==> src/rtl/cordic_atan2.sv <==
// Vectoring-mode CORDIC: atan2(y, x) and K-corrected magnitude of a signed
// fixed-point vector, one micro-rotation per clock.
module cordic_atan2 #(
  parameter int WIDTH      = 32,
  parameter int FPSHIFT    = 28,
  parameter int ITERATIONS = 24
) (
  input  logic                    clk,
  input  logic                    rst,
  input  logic                    start,
  input  logic signed [WIDTH-1:0] x_in,
  input  logic signed [WIDTH-1:0] y_in,
  output logic                    busy,
  output logic                    done,
  output logic signed [WIDTH-1:0] angle,
  output logic signed [WIDTH-1:0] magnitude
);

  localparam logic [1:0] S_IDLE  = 2'd0;
  localparam logic [1:0] S_PRE   = 2'd1;
  localparam logic [1:0] S_ITER  = 2'd2;
  localparam logic [1:0] S_SCALE = 2'd3;

  localparam int  IW     = $clog2(ITERATIONS);
  localparam real FP_ONE = 2.0 ** FPSHIFT;
  localparam logic signed [WIDTH-1:0] PI_FP = WIDTH'($rtoi(3.14159265358979323846 * FP_ONE + 0.5));
  localparam logic signed [WIDTH-1:0] K_FP  = WIDTH'($rtoi(0.6072529350 * FP_ONE + 0.5));
  localparam logic [IW-1:0] LAST_I = IW'(ITERATIONS - 1);

  logic signed [WIDTH-1:0] atan_rom [ITERATIONS];

  for (genvar g = 0; g < ITERATIONS; g++) begin : g_rom
    localparam real ATAN_R = $atan(1.0 / (2.0 ** g));
    assign atan_rom[g] = WIDTH'($rtoi(ATAN_R * FP_ONE + 0.5));
  end

  logic [1:0]              state_q, state_d;
  logic signed [WIDTH-1:0] x_q, x_d, y_q, y_d, z_q, z_d;
  logic [IW-1:0]           i_q, i_d;
  logic                    zero_q, zero_d;
  logic                    done_q, done_d;
  logic signed [WIDTH-1:0] angle_q, angle_d, mag_q, mag_d;

  logic signed [WIDTH-1:0]   x_sh, y_sh;
  logic signed [2*WIDTH-1:0] prod;

  assign x_sh = x_q >>> i_q;
  assign y_sh = y_q >>> i_q;
  assign prod = (2*WIDTH)'(x_q) * (2*WIDTH)'(K_FP);

  always_comb begin
    state_d = state_q;
    x_d     = x_q;
    y_d     = y_q;
    z_d     = z_q;
    i_d     = i_q;
    zero_d  = zero_q;
    done_d  = 1'b0;
    angle_d = angle_q;
    mag_d   = mag_q;
    unique case (state_q)
      S_IDLE: begin
        if (start) begin
          x_d     = x_in;
          y_d     = y_in;
          zero_d  = (x_in == '0) && (y_in == '0);
          state_d = S_PRE;
        end
      end
      S_PRE: begin
        i_d     = '0;
        state_d = S_ITER;
        // Fold the left half-plane onto the right so the rotations converge.
        if (x_q[WIDTH-1]) begin
          x_d = -x_q;
          y_d = -y_q;
          z_d = y_q[WIDTH-1] ? -PI_FP : PI_FP;
        end else begin
          z_d = '0;
        end
      end
      S_ITER: begin
        if (!y_q[WIDTH-1]) begin
          x_d = x_q + y_sh;
          y_d = y_q - x_sh;
          z_d = z_q + atan_rom[i_q];
        end else begin
          x_d = x_q - y_sh;
          y_d = y_q + x_sh;
          z_d = z_q - atan_rom[i_q];
        end
        i_d = i_q + 1'b1;
        if (i_q == LAST_I) state_d = S_SCALE;
      end
      S_SCALE: begin
        // A zero vector still rotates z through every table entry; report 0.
        angle_d = zero_q ? '0 : z_q;
        mag_d   = WIDTH'(prod >>> FPSHIFT);
        done_d  = 1'b1;
        state_d = S_IDLE;
      end
      default: state_d = S_IDLE;
    endcase
  end

  always_ff @(posedge clk) begin
    if (rst) begin
      state_q <= S_IDLE;
      x_q     <= '0;
      y_q     <= '0;
      z_q     <= '0;
      i_q     <= '0;
      zero_q  <= 1'b0;
      done_q  <= 1'b0;
      angle_q <= '0;
      mag_q   <= '0;
    end else begin
      state_q <= state_d;
      x_q     <= x_d;
      y_q     <= y_d;
      z_q     <= z_d;
      i_q     <= i_d;
      zero_q  <= zero_d;
      done_q  <= done_d;
      angle_q <= angle_d;
      mag_q   <= mag_d;
    end
  end

  assign busy      = (state_q != S_IDLE);
  assign done      = done_q;
  assign angle     = angle_q;
  assign magnitude = mag_q;

endmodule

==> config.mk <==
export PLATFORM = sky130hd
export DESIGN_NAME = cordic_atan2
export DESIGN_NICKNAME = d
export VERILOG_FILES = /design/src/rtl/cordic_atan2.sv
export SDC_FILE = /design/constraint.sdc
export NUM_CORES = 2
export LEC_CHECK = 0
export BUFFER_PORTS_ARGS = -buffer_cell sky130_fd_sc_hd__buf_2
export CAP_MARGIN = 40
export CORE_MARGIN = 5
export CORE_UTILIZATION = 25
export CTS_BUF_LIST = sky130_fd_sc_hd__clkbuf_8
export CTS_CLUSTER_DIAMETER = 40
export DETAILED_ROUTE_END_ITERATION = 7
export SLEW_MARGIN = 15
export SYNTH_ARGS = -nofsm -noshare
export SYNTH_HDL_FRONTEND = slang
export SYNTH_SLANG_ARGS = --single-unit
==> constraint.sdc <==
create_clock -name clk -period 11.3 [get_ports clk]
set_input_delay 2.26 -clock clk [delete_from_list [all_inputs] [get_ports clk]]
set_output_delay 2.26 -clock clk [all_outputs]
set_load 0.01 [all_outputs]
==> run summary <==
Die Span Y = 408 um
Core Box Area = 157000 um2
Initial antenna violation count = 11
Mapped Avg Cell Area = 8.55 um2
CTS H-tree lvls = 4
RePlAce Congestion = 0.972
# rows = 145
WL final = 141000 um
Max-cap violations = 0
DR WL/cell = 21.1 um
Slowest cell on crit path = dfxtp_1
Seq/Total Area, Yosys = 8.56%
CP max FO = 15
DRT met1 WL = 65100 um
Commonest cells after routing, fill and taps aside = inv_1 (727), ha_1 (508), fa_1 (429), a21oi_1 (341), nor2_1 (311)
HPWL after DPL = 116000 um
IO buf count = 132
Total GRT Usage = 16.7%
Critical R2R Capture = magnitude[30]
Fin nets = 5611
Mapped Area = 39500 um2
Root buffer cell = clkbuf_8
Most common cell after layout, fill and taps aside = inv_1
Worst Hold Class = reg2reg
Top layer in use = met5
Crit path largest cell delay = 840 ps
Post-synth top area share = 21.7%
R2R setup slack = 1620 ps
Final Cycle Share = 85.6%
Final Hold Viols = 0
Post-CTS setup buffer count = 0
Hold Path Cell Cnt = 2
Crit path required time = 11820 ps
Min Tclk post-route = 9680 ps
Final setup violation count = 0
Total grt overflow = 0
Least-Margin Pin Slew = 878 ps
#FFs+latches synth = 169
CTS Buffer Depth = 2
Number of detailed-route iterations in the first pass = 5
Vias in the first global route = 33600
Share of layout cells above drive strength 1 = 7.99%
Max-slew violations = 0
Net Count, Synth = 5627
DRC = 0
P&R area growth vs syn = 8.30%
CTS buffer count = 17
CP bufs+invs = 5
Post-synth EDFFs = 0
Worst path top cell family by delay = adder cells
TritonCTS clock tree = yes
Critical Path Sink Type = flop
Post-cts sizing count = 0
RSZ-0062 raised after global routing = no
Cell mode on critical path = fa_1
Via density = 5.10
Die X = 408 um
Crit path kind = reg2reg
Top FF cell, synth = dfxtp_1
CTS Hold Buffers Added = 0
Slew margin rel. = 39.8%
Reg2Reg Depth = 25
Startpoint Class = flop
CTS clk-pin slew, worst paths = 120 ps
Maximum clock rate = 103 MHz
Synth area leaders = fa_1 (22%), ha_1 (16%), dfxtp_1 (8.6%)
Met2 Routed Length = 62000 um
Reg2reg start = x_q[18]
Worst hold start = angle[14]
DRC marker count from the first detailed-route iteration = 2992
Antenna-violating nets left = 0
Die footprint = 166000 um2
Clk sink count = 169
Worst-Skew Late Latency = 630 ps
Final hold slack = 477 ps
Largest net degree at the start of global routing = 75
Met3 WL = 10800 um
# IOs = 133
Ys async rst share = 0%
Synth cell types = 94
Crit path DAT = 10190 ps
Syn Inst Count = 4620
Outcome = finished clean
Post-synth top area cell = fa_1
Vias after detailed routing = 34100
Synthesis Warnings = 0
Initial Util = 25.2%
Total negative slack = 0 ps
First-pass GRT wire length = 215000 um
Clk_skew = 37.7 ps
Hold Crit Endpoint = angle[14]
worst max path at each step:
stage,start,end,slack (ps),cells after the start
2_1_floorplan,x_q[31],magnitude[30],2590,24
3_3_place_gp,x_q[6],magnitude[30],1700,28
3_5_place_dp,x_q[21],magnitude[30],1720,25
4_1_cts,x_q[18],magnitude[30],1680,25
5_1_grt,x_q[18],magnitude[30],1210,25
6_report,x_q[18],magnitude[30],1620,25
cell usage after synthesis (all sizes together), types with 88 or more instances:
cell	number
a21o	104
a21oi	341
clkbuf	168
dfxtp	169
fa	429
ha	511
inv	729
mux2i	88
nand2	224
nor2	312
nor3	102
o21ai	147
xnor2	190
xor2	138
cells by family after synthesis:
| family | Yosys count | synth area share [%] |
|---|---|---|
| compound gates | 1008 | 16.6 |
| flops | 169 | 8.56 |
| fa+ha+maj | 940 | 37.9 |
| mux | 193 | 7.44 |
| buf+inv | 962 | 9.60 |
| simple gates | 1020 | 12.6 |
| xor+xnor | 328 | 7.27 |
cell type report:
class                           count  area [um2]
Fill cell                       17000      114000
Multi-Input combinational cell   3489       32400
Sequential cell                   169        3400
Inverter                          732        2750
Tap cell                         2058        2570
Timing Repair Buffer              195        1200
Clock buffer                       17         234
Clock inverter                     15         193
Antenna cell                       10        25.0
per-stage QoR:
| stage | setup WS [ps] | instances | util [%] | area, um2 |
|---|---|---|---|---|
| 2_1_floorplan | 2590 | 4620 | - | 39500 |
| 3_3_place_gp | 1700 | 6632 | 26.9 | 42200 |
| 3_5_place_dp | 1720 | 6639 | 27.0 | 42300 |
| 4_1_cts | 1680 | 6671 | 27.2 | 42700 |
| 5_1_grt | 1210 | 6677 | 27.3 | 42800 |
| 6_report | 1620 | 6685 | 27.3 | 42800 |
routing by layer:
metal | GRT usage (%) | vias up
li1 | - | 15800
met1 | 23.8 | 16900
met2 | 25.8 | 1226
met3 | 3.47 | 164
met4 | 4.03 | 4
met5 | 0 | -
worst reg2reg max path, cell delays in order (launching register included):
cell,delay (ps)
dfxtp_1,840
inv_1,400
ha_1,670
inv_1,150
fa_1,500
fa_1,540
fa_1,540
inv_1,60
fa_1,570
fa_1,440
fa_1,490
inv_1,50
fa_1,480
inv_1,40
ha_1,430
nand3_1,210
nor3_1,440
nand3_1,120
o22ai_1,350
nor3_1,210
o31ai_1,510
a221oi_1,320
o211ai_1,350
a221oi_1,140
or4b_2,610
o311ai_0,110
state kept, by name, summed over array words and instances (netlist names):
signal	flops
zero_q	1
x_q	32
magnitude	32
i_q	5
z_q	32
y_q	32
done	1
state_q	2
angle	32
Power is left out: the tool's default activity adds up to more than one toggle a clock period on the data nets, which glitch-free logic cannot reach.
